--- src/rtl/fetch_pkg.sv ---
// Shared fetch-side constants: reset PC, instruction memory window, exception codes.
package fetch_pkg;
    localparam logic [31:0] RESET_PC = 32'h0000_3000;
    localparam logic [31:0] IM_BASE  = 32'h0000_3000;
    localparam logic [31:0] IM_END   = 32'h0000_6FFF;
    localparam logic [4:0]  EXC_NONE = 5'd0;
    localparam logic [4:0]  EXC_ADEL = 5'd4;
    localparam logic [31:0] NOP      = 32'h0;
endpackage

--- src/rtl/ifq_ptr.sv ---
// Circular-buffer pointer with an extra wrap bit; reset and clear both return it to zero.
module ifq_ptr #(
    parameter int PW = 3
) (
    input  logic          clk,
    input  logic          reset,
    input  logic          clear,
    input  logic          inc,
    output logic [PW-1:0] ptr
);
    always_ff @(posedge clk) begin
        if (reset || clear)
            ptr <= '0;
        else if (inc)
            ptr <= ptr + PW'(1);
    end
endmodule

--- src/rtl/if_fetch_queue.sv ---
// First-word fall-through instruction fetch queue between PC/IM and decode.
// Optional fetch address-error tagging is enabled by defining IFQ_EXC_EN.
module if_fetch_queue
    import fetch_pkg::*;
#(
    parameter int DEPTH = 4,
    parameter int AW    = 32,
    parameter int DW    = 32
) (
    input  logic                   clk,
    input  logic                   reset,
    input  logic                   flush,
    input  logic                   in_valid,
    output logic                   in_ready,
    input  logic [AW-1:0]          in_pc,
    input  logic [DW-1:0]          in_instr,
    output logic                   out_valid,
    input  logic                   out_ready,
    output logic [AW-1:0]          out_pc,
    output logic [DW-1:0]          out_instr,
`ifdef IFQ_EXC_EN
    output logic [4:0]             out_exc,
`endif
    output logic [$clog2(DEPTH):0] count
);
    localparam int IW = $clog2(DEPTH);
    localparam int PW = IW + 1;

    logic [PW-1:0] wr_ptr, rd_ptr;
    logic          full, empty, push, pop;
    logic [DW-1:0] store_instr;

    logic [AW-1:0] pc_mem    [DEPTH];
    logic [DW-1:0] instr_mem [DEPTH];

    // Pointers differ only in the wrap bit when the buffer is full.
    assign empty = (wr_ptr == rd_ptr);
    assign full  = (wr_ptr[IW] != rd_ptr[IW]) && (wr_ptr[IW-1:0] == rd_ptr[IW-1:0]);

    assign in_ready  = !full;
    assign out_valid = !empty;
    assign push      = in_valid && in_ready && !flush;
    assign pop       = out_valid && out_ready && !flush;
    assign count     = wr_ptr - rd_ptr;

    ifq_ptr #(.PW(PW)) u_wr_ptr (
        .clk   (clk),
        .reset (reset),
        .clear (flush),
        .inc   (push),
        .ptr   (wr_ptr)
    );

    ifq_ptr #(.PW(PW)) u_rd_ptr (
        .clk   (clk),
        .reset (reset),
        .clear (flush),
        .inc   (pop),
        .ptr   (rd_ptr)
    );

`ifdef IFQ_EXC_EN
    localparam logic [AW-1:0] BASE = AW'(IM_BASE);
    localparam logic [AW-1:0] LAST = AW'(IM_END);

    logic       bad_addr;
    logic [4:0] exc_mem [DEPTH];

    // Misaligned or out-of-window fetches carry AdEL and a nop in place of the word.
    assign bad_addr    = (in_pc[1:0] != 2'b00) || (in_pc < BASE) || (in_pc > LAST);
    assign store_instr = bad_addr ? DW'(NOP) : in_instr;

    always_ff @(posedge clk) begin
        if (push)
            exc_mem[wr_ptr[IW-1:0]] <= bad_addr ? EXC_ADEL : EXC_NONE;
    end

    assign out_exc = empty ? EXC_NONE : exc_mem[rd_ptr[IW-1:0]];
`else
    assign store_instr = in_instr;
`endif

    // Storage is not reset; an empty queue masks whatever it holds.
    always_ff @(posedge clk) begin
        if (push) begin
            pc_mem[wr_ptr[IW-1:0]]    <= in_pc;
            instr_mem[wr_ptr[IW-1:0]] <= store_instr;
        end
    end

    assign out_pc    = empty ? '0 : pc_mem[rd_ptr[IW-1:0]];
    assign out_instr = empty ? DW'(NOP) : instr_mem[rd_ptr[IW-1:0]];
endmodule

--- config.mk ---
export PLATFORM = sky130hd
export DESIGN_NAME = if_fetch_queue
export DESIGN_NICKNAME = d
export VERILOG_FILES = /design/src/rtl/fetch_pkg.sv /design/src/rtl/ifq_ptr.sv /design/src/rtl/if_fetch_queue.sv
export SDC_FILE = /design/constraint.sdc
export NUM_CORES = 1
export LEC_CHECK = 0
export BUFFER_PORTS_ARGS = -buffer_cell sky130_fd_sc_hd__buf_2
export CORE_ASPECT_RATIO = 0.6
export CORE_MARGIN = 5
export CORE_UTILIZATION = 36
export CTS_CLUSTER_DIAMETER = 200
export CTS_CLUSTER_SIZE = 14
export DETAILED_ROUTE_END_ITERATION = 10
export GPL_TIMING_DRIVEN = 0
export HOLD_SLACK_MARGIN = 0.06
export SYNTH_ARGS = -nofsm -noshare
export SYNTH_HDL_FRONTEND = slang
export SYNTH_SLANG_ARGS = --single-unit
--- constraint.sdc ---
create_clock -name clk -period 11.6 [get_ports clk]
set_clock_uncertainty 0.15 [all_clocks]
set_input_delay 1.74 -clock clk [delete_from_list [all_inputs] [get_ports clk]]
set_output_delay 1.74 -clock clk [all_outputs]
set_load 0.02 [all_outputs]
* Word level (Yosys, flattened, before mapping)
Memories as Yosys holds them, arrays and structs flattened. A register that Yosys moved wholly into a read port is not among the register bits. Index checks and enable logic that the tools add are counted.
Word-level totals: register bits 6, latch bits 0, bits in writable memories 256, bits in read-only memories 0, word-level logic and storage cells 27, memories 2
Memories:
- instr_mem | words 4, width 32, read ports 1, clocked after memory_dff 1, write ports 1, RTL line if_fetch_queue.sv:34 | logic [DW-1:0] instr_mem [DEPTH];
- pc_mem | words 4, width 32, read ports 1, clocked after memory_dff 1, write ports 1, RTL line if_fetch_queue.sv:33 | logic [AW-1:0] pc_mem [DEPTH];
Cells by class: add/subtract/negate cells 3, multipliers 0, div/mod/pow operators 0, magnitude comparators 0, equal/unequal tests 3, shift operators 0, muxes and demuxes 8, bitwise gates (word level) 0, reductions and logical operators 9
Operators by type and width (count):
- 2-to-1 mux 32 bit | 2
- 2-to-1 mux 2 bit | 4
- adder 3 x 1 -> 3 bit (second input constant) | 2
- logical AND 1 bit | 5
- equality test 3 bit | 1
- zero test 1 bit | 3
- subtractor 3 bit | 1
- equality test 2 bit | 1
- 2-to-1 mux 1 bit | 2
- logical OR 1 bit | 1
- != test 1 bit | 1

* Logic depth before layout (Yosys ltp)
Gate-level depths: netlist (run 1).
depth after elaboration 7, mapped depth 7

* Cells and area by module
From an unflattened synthesis (run 1), not the netlist that was laid out.
Second synthesis, totals: cells, all modules 457, area, all modules 10282.4 um^2
By module, submodules not included:
- if_fetch_queue | times used 1, cells an instance 435, area each 10019.6 um^2
- ifq_ptr | times used 2, cells an instance 11, area each 131.4 um^2

* Least setup slack after synthesis (run 1)
OpenSTA, ideal clock, no wires.
path type input -> register, from input port flush, to register u_wr_ptr.ptr[2], library setup time 0.348 ns, arrival time 7.011 ns, setup slack 4.091 ns, stages 3, cells stage by stage nand2b_1 -> a211oi_1 -> mux2i_1
Between the ends: longest elaborated chain between the ends 2
RTL lines:
- from (decl) | RTL line if_fetch_queue.sv:12 | input logic flush,
- zero test 1 bit | RTL line if_fetch_queue.sv:42 | assign push = in_valid && in_ready && !flush;
- logical AND 1 bit | RTL line if_fetch_queue.sv:42
- to (signal assigned) | RTL line ifq_ptr.sv:15 | ptr <= ptr + PW'(1);
- to (decl) | RTL line ifq_ptr.sv:9 | output logic [PW-1:0] ptr
Parallel ways exist; a longest one is shown, timed or not. A chain may end at the register's enable or synchronous reset.

* Worst setup path after layout (run 1)
from register u_wr_ptr.ptr[0], to output port out_pc[13]
Between the ends: longest elaborated chain between the ends 2
RTL lines:
- equality test 3 bit | RTL line if_fetch_queue.sv:37 | assign empty = (wr_ptr == rd_ptr);
- 2-to-1 mux 32 bit | RTL line if_fetch_queue.sv:91 | assign out_pc = empty ? '0 : pc_mem[rd_ptr[IW-1:0]];
- to (decl) | RTL line if_fetch_queue.sv:19 | output logic [AW-1:0] out_pc,
Every way passes these cells.

==> impl_metrics.sql, run 1 <==
INSERT INTO impl_metrics (metric_group, metric, value, unit) VALUES
('run_status', 'status', 'finished clean', ''),
('clock_tree', 'clkLatencyLatePin', '0.51', 'ns'),
('clock_tree', 'htree_levels', '1', ''),
('drt', 'met3_length', '1.332', 'mm'),
('drt', 'total_length_of_routed_wires', '20.41', 'mm'),
('timing', 'achievable-frequency', '232.6', 'MHz'),
('drt', 'drtPass1Iterations', '4', ''),
('final_layout', 'antenna-diode-count', '0', ''),
('worst_setup_path', 'critPathBufInv', '3', ''),
('synthesis', 'library_cell_with_the_largest_summed_area_after_synthesis', 'sky130_fd_sc_hd__edfxtp_1', ''),
('drt', 'avgRoutedWirePerCell', '20.07', 'um'),
('timing', 'timing.final.max_slew_violations', '0', ''),
('die', 'num_rows', '47', ''),
('synthesis', 'synth-seq-cells', '264', ''),
('synthesis', 'synth_ff_type', 'sky130_fd_sc_hd__edfxtp_1', ''),
('timing', 'final.min_clock_period', '4.298', 'ns'),
('run', 'max_cap_viol_count', '0', ''),
('worst_setup_path', 'r2r_start', 'u_wr_ptr.ptr[0]', ''),
('worst_hold_path', 'hold_path.startpoint', 'u_wr_ptr.ptr[2]', ''),
('synthesis', 'post-synth-top-count-cell', 'sky130_fd_sc_hd__edfxtp_1', ''),
('global_route', 'first_global_vias', '5305', ''),
('clock_tree', 'cts.reportedPaths.clkPinSlew', '0.07', 'ns'),
('synthesis', 'synth_top_area_share', '75.11', '%'),
('worst_setup_path', 'ff2ff_path_depth', '6', ''),
('worst_hold_path', 'hold_depth', '2', ''),
('clock_tree', 'clkSinkCount', '264', ''),
('synthesis', 'synth_commonest_cells', 'sky130_fd_sc_hd__edfxtp_1, sky130_fd_sc_hd__mux4_2, sky130_fd_sc_hd__nor2b_1', ''),
('timing', 'slew_headroom', '55.27', '%'),
('power', 'power.density_cell_area', '149.3', 'mW/mm^2'),
('global_route', 'antenna_found_initial', '3', ''),
('worst_hold_path', 'hold_path_class', 'flip-flop to flip-flop', ''),
('synthesis', 'synth.cell_area', '0.01023', 'sq mm'),
('worst_setup_path', 'path_depth', '7', ''),
('final_layout', 'final_net_count', '711', ''),
('placed_design', 'gp_routability_congestion', '0.7474', ''),
('final_layout', 'fill_cells', '2443', ''),
('synthesis', 'yosys_warnings', '0', ''),
('final_layout', 'postLayoutCellArea', '0.01222', 'sq mm'),
('synthesis', 'post_synth_inst_count', '465', ''),
('clock_tree', 'ctsHoldBuffers', '0', ''),
('drt', 'drc', '0', ''),
('drt', 'routed-via-count', '4921', ''),
('global_route', 'global_route.overflow_total', '0', ''),
('drt', 'wl_met1', '8.639', 'mm'),
('synthesis', 'synth.avg_cell_area', '22.01', 'sq um'),
('worst_setup_path', 'reg2reg_setup_slack', '8.80', 'ns'),
('timing', 'worst_hold_check_slack', '0.3821', 'ns'),
('drt', 'drt-initial-drc-count', '348', ''),
('worst_setup_path', 'worst_path_max_delay_cell', 'sky130_fd_sc_hd__clkbuf_1', ''),
('synthesis', 'synth_cell_type_count', '27', ''),
('worst_setup_path', 'crit_path_start_kind', 'flip-flop', ''),
('timing', 'finalCritPeriodShare', '37.05', '%'),
('worst_setup_path', 'crit-reg2reg-capture', 'pc_mem[0][30]', ''),
('worst_setup_path', 'timing_worst_setup_path_type', 'flip-flop to output pin', ''),
('placed_design', 'dp.final_hpwl', '13.33', 'mm'),
('power', 'irDropWorstVdd', '0.00008338', 'V'),
('drt', 'highest_layer', 'met5', ''),
('timing', 'tightest_slew', '0.6687', 'ns'),
('clock_tree', 'postCtsSetupBuffers', '0', ''),
('placed_design', 'buffer_ports.inserted', '137', ''),
('synthesis', 'synth_nets', '542', ''),
('clock_tree', 'clock_tree_from_tritoncts', 'built', ''),
('synthesis', 'ys_top_cells_by_area', 'sky130_fd_sc_hd__edfxtp_1, sky130_fd_sc_hd__mux4_2, sky130_fd_sc_hd__nor2b_1, sky130_fd_sc_hd__dfxtp_1, sky130_fd_sc_hd__buf_6', ''),
('worst_setup_path', 'required', '9.71', 'ns'),
('placed_design', 'place_area', '0.01158', 'sq mm'),
('synthesis', 'synth-seq-area-share', '76.67', '%'),
('timing', 'timing.final.setup_violations', '0', ''),
('final_layout', 'area.growth.synth_to_final', '19.43', '%'),
('global_route', 'grt_pass1_wl', '31.35', 'mm'),
('final_layout', 'layoutNonFillerInstCount', '1017', ''),
('clock_tree', 'tritoncts.num_buffers', '22', '');
## worst register-to-register path: stages, from the launching register on
cell,delay [ns]
sky130_fd_sc_hd__dfxtp_1,0.39
sky130_fd_sc_hd__inv_1,0.12
sky130_fd_sc_hd__ha_1,0.32
sky130_fd_sc_hd__and2_1,0.21
sky130_fd_sc_hd__a21oi_1,0.45
sky130_fd_sc_hd__and2_4,0.53
sky130_fd_sc_hd__buf_16,0.30
## worst max-delay path by stage
stage	endpoint	slack [ns]	startpoint
floorplan	u_wr_ptr.ptr[2]	4.09	flush
global placement	u_wr_ptr.ptr[2]	-0.16	flush
detailed placement	instr_mem[0][9]	7.72	flush
CTS	out_pc[13]	7.24	u_wr_ptr.ptr[0]
global route	out_pc[13]	7.09	u_wr_ptr.ptr[0]
finish	out_pc[13]	7.30	u_wr_ptr.ptr[0]
## cell families after synthesis
kind of cell | after synthesis | share of synthesized area, %
flip-flops | 264 | 76.67
AND/OR/NAND/NOR | 85 | 4.951
multiplexers | 70 | 14.67
buffers and inverters | 31 | 2.066
adder cells (fa/ha/maj) | 8 | 1.051
AO/OA/AOI/OAI | 5 | 0.3423
XOR/XNOR | 2 | 0.2446
## report_power, final
group,internal (W),switching [W]
sequential,0.00106,0.00000283
clock,0.000365,0.000314
combinational,0.0000356,0.0000481
total,0.00146,0.000365
## per-layer routing
| metal | vias to the layer above | GRT usage [%] |
|---|---|---|
| met5 | - | 0 |
| met1 | 2538 | 16.77 |
| met2 | 138 | 21.30 |
| li1 | 2209 | - |
| met4 | 4 | 2.547 |
| met3 | 32 | 3.345 |
## placed cells by master, fill, tap and decap left out, types with 2 or more instances in the layout
cell type / synthesis / layout
sky130_fd_sc_hd__buf_6: 11 / 11
sky130_fd_sc_hd__dfxtp_1: 8 / 8
sky130_fd_sc_hd__buf_2: 6 / 143
sky130_fd_sc_hd__clkbuf_16: 0 / 22
sky130_fd_sc_hd__buf_16: 0 / 5
sky130_fd_sc_hd__o211ai_1: 2 / 2
sky130_fd_sc_hd__and2_4: 0 / 3
sky130_fd_sc_hd__buf_8: 0 / 3
sky130_fd_sc_hd__mux2i_1: 6 / 6
sky130_fd_sc_hd__nor2b_1: 64 / 64
sky130_fd_sc_hd__nand2_1: 10 / 10
sky130_fd_sc_hd__clkbuf_1: 3 / 19
sky130_fd_sc_hd__mux4_2: 64 / 64
sky130_fd_sc_hd__inv_1: 9 / 9
sky130_fd_sc_hd__ha_1: 7 / 7
sky130_fd_sc_hd__edfxtp_1: 256 / 256
sky130_fd_sc_hd__or3_1: 2 / 2
## state kept, by name, indices dropped and copies added, names as in the netlist, named ones only
name          count
u_rd_ptr.ptr      3
pc_mem          128
u_wr_ptr.ptr      3
instr_mem       128
## area by class of cell
cell class | count | area [sq um] | share of cell area [%]
Buffer | 22 | 177.7 | 1.454
Inverter | 9 | 33.78 | 0.2764
Tap cell | 367 | 459.2 | 3.757
Multi-Input combinational cell | 170 | 2196 | 17.96
Clock inverter | 1 | 16.27 | 0.1331
Sequential cell | 264 | 7848 | 64.20
Timing Repair Buffer | 145 | 868.3 | 7.104
Clock buffer | 39 | 624.3 | 5.108
## metrics by stage
stage	setup TNS, ns	utilization, %	setup slack (ns)
after floorplan	0	-	4.091
after global placement	-3.973	40.91	-0.1630
after detailed placement	0	41.64	7.717
after CTS	0	43.94	7.242
after global routing	0	43.94	7.087
final	0	43.94	7.302
No activity file was read; power rests on OpenSTA's default activity.
==> run 2: changes to the inputs <==
- clock period: 11.6 -> 3.8 ns (I/O delays scaled with it)
==> run 2 against run 1 <==
- core utilization decreased by 0.058 points
- die area unchanged
- sequential share of layout area increased by 0.086 points
- hold slack got worse by 0.26 ns
- non-clock buffer count unchanged
- via count decreased by 0.67%
- global-route usage decreased by 0.053 points
- count of clock-buffer cells in the layout increased by 1
- routed wire length about the same
- largest power group unchanged
==> impl_metrics.sql, run 2 (synthesis gave the netlist of run 1 again) <==
INSERT INTO impl_metrics (metric_group, metric, value, unit) VALUES
('drt', 'drt-initial-drc-count', '303', ''),
('run_status', 'status', 'finished clean', ''),
('drt', 'routed-via-count', '4888', ''),
('die', 'floorplan.initialDensity', '36.80', '%'),
('drt', 'ant_nets', '0', ''),
('die', 'floorplan.die.width', '227.7', 'um'),
('placed_design', 'dp.final_hpwl', '13.30', 'mm'),
('global_route', 'antenna_found_initial', '1', ''),
('timing', 'grt_setup_unrepaired', 'false', ''),
('worst_setup_path', 'required', '3.08', 'ns'),
('die', 'vert_die_dim', '140.6', 'um'),
('timing', 'tightest_slew', '0.6065', 'ns'),
('placed_design', 'buffer_ports.inserted', '137', ''),
('placed_design', 'gp_routability_congestion', '0.7220', ''),
('final_layout', 'final_common_cell', 'sky130_fd_sc_hd__edfxtp_1', ''),
('drt', 'drc', '0', ''),
('global_route', 'global_route.overflow_total', '0', ''),
('die', 'number_of_top_level_design_ports', '138', ''),
('final_layout', 'antenna-diode-count', '0', ''),
('power', 'power_report.internal_total', '0.004493', 'W'),
('worst_setup_path', 'critical_path.endpoint_type', 'output pin', ''),
('timing', 'achievable-frequency', '322.8', 'MHz'),
('die', 'design.die.area', '0.03201', 'sq mm'),
('clock_tree', 'clkSinkCount', '264', ''),
('power', 'clock_power_share', '37.5', '%'),
('die', 'num_rows', '47', ''),
('power', 'p_leak', '4.135', 'nW'),
('final_layout', 'area.growth.synth_to_final', '19.27', '%'),
('timing', 'slew_headroom', '59.43', '%'),
('drt', 'total_length_of_routed_wires', '20.40', 'mm'),
('timing', 'finalCritPeriodShare', '81.52', '%'),
('worst_setup_path', 'cp_max_fo', '10', ''),
('timing', 'final.setup.tns', '0', 'ns'),
('worst_setup_path', 'timing_worst_setup_path_type', 'flip-flop to output pin', ''),
('final_layout', 'final_cell_mix', 'sky130_fd_sc_hd__edfxtp_1, sky130_fd_sc_hd__buf_2, sky130_fd_sc_hd__mux4_2, sky130_fd_sc_hd__nor2b_1, sky130_fd_sc_hd__clkbuf_16', ''),
('global_route', 'first_global_vias', '5234', ''),
('power', 'power_switching', '0.001101', 'W'),
('final_layout', 'post-route-util', '43.88', '%'),
('clock_tree', 'clock_tree_from_tritoncts', 'built', ''),
('clock_tree', 'post_cts_resize_count', '0', ''),
('power', 'p_comb_share', '4.6', '%'),
('die', 'core_area', '0.02782', 'sq mm'),
('clock_tree', 'postCtsSetupBuffers', '0', ''),
('clock_tree', 'tritoncts.num_buffers', '22', ''),
('timing', 'timing.final.hold_violations', '0', ''),
('power', 'power.density_cell_area', '458.3', 'mW/mm^2'),
('run', 'max_cap_viol_count', '0', ''),
('power', 'power_switching_share', '19.68', '%'),
('clock_tree', 'htree_levels', '1', ''),
('worst_setup_path', 'critical_path_arrival', '2.38', 'ns'),
('global_route', 'grt_start_max_net_pins', '37', ''),
('clock_tree', 'clkLatencyLatePin', '0.50', 'ns'),
('timing', 'final.min_clock_period', '3.098', 'ns'),
('global_route', 'grt.total_usage', '12.60', '%'),
('timing', 'timing.final.setup_violations', '0', ''),
('clock_tree', 'clockBufferDepth', '3', ''),
('clock_tree', 'cts.reportedPaths.clkPinSlew', '0.07', 'ns'),
('timing', 'timing.final.max_slew_violations', '0', ''),
('final_layout', 'final_net_count', '711', ''),
('drt', 'avgRoutedWirePerCell', '20.06', 'um'),
('global_route', 'grt_pass1_wl', '31.13', 'mm'),
('clock_tree', 'ctsHoldBuffers', '0', ''),
('power', 'irDropWorstVdd', '0.0002483', 'V'),
('worst_hold_path', 'hold_path_class', 'primary input to flip-flop', ''),
('drt', 'drtPass1Iterations', '4', ''),
('worst_setup_path', 'crit_path_start_kind', 'flip-flop', ''),
('final_layout', 'fraction_of_layout_instances_using_a_drive_strength_above_1', '39.69', '%'),
('drt', 'vias_per_cell', '4.806', ''),
('power', 'seq_power_share', '58.0', '%'),
('clock_tree', 'clk_root_buffer_cell', 'sky130_fd_sc_hd__clkbuf_16', '');
run 2: changes by cell type in the layout (fill, tap and decap cells not counted), sizes merged:
cell,change
clkinv,-1
clkbuf,+1
run 2: stage by stage:
stage | cells | instance area [sq um] | hold slack [ns] | worst slack [ns] | total power, W
CTS | 1017 | 12210 | 0.09076 | 0.6061 | 0.005683
detailed placement | 977 | 11560 | 0.3688 | 0.9431 | 0.003567
finish | 1017 | 12210 | 0.1242 | 0.7023 | 0.005594
global route | 1017 | 12210 | 0.09101 | 0.4720 | 0.005819
global placement | 969 | 11390 | 0.3294 | -0.9749 | 0.003554
floorplan | 465 | 10250 | 0.3188 | 0.3974 | 0.003443
run 2: metal layers:
layer / wire, um / GRT usage, %
met5: 13 / 0
met3: 1145 / 3.262
met4: 294 / 2.013
met2: 9901 / 20.65
met1: 9045 / 17.49
run 2: layout make-up:
class / instances / area (sq um)
clock buffer: 40 / 649.4
tap: 367 / 459.2
inverter: 9 / 33.78
sequential: 264 / 7848
multi-input combinational: 170 / 2196
fill: 2398 / 15610
timing repair buffer: 145 / 843.3
buffer: 22 / 177.7
run 2: power by group through the flow:
stage / clock (W) / combinational (W) / sequential (W)
final: 0.00210 / 0.000255 / 0.00324
after CTS: 0.00218 / 0.000261 / 0.00324
after floorplan: 0 / 0.000136 / 0.00331
after detailed placement: 0 / 0.000260 / 0.00331
after global routing: 0.00230 / 0.000279 / 0.00324
after global placement: 0 / 0.000245 / 0.00331
run 2: critical path, cell delays in order (launching register included):
cell	delay, ns
sky130_fd_sc_hd__dfxtp_1	0.39
sky130_fd_sc_hd__inv_1	0.12
sky130_fd_sc_hd__ha_1	0.32
sky130_fd_sc_hd__nand2_1	0.09
sky130_fd_sc_hd__nor2_2	0.15
sky130_fd_sc_hd__clkbuf_1	0.49
sky130_fd_sc_hd__nor2b_1	0.12
sky130_fd_sc_hd__buf_2	0.19
run 2: path summary, 6_finish.rpt:
check / start / endpoint / slack, ns / cells after the start
worst max-delay path: u_wr_ptr.ptr[0] / out_instr[25] / 0.70 / 7
worst min register to register: u_wr_ptr.ptr[2] / u_wr_ptr.ptr[2] / 0.38 / 2
worst max register to register: u_wr_ptr.ptr[0] / pc_mem[2][15] / 0.97 / 6
worst min-delay path: in_instr[5] / instr_mem[0][5] / 0.12 / 1
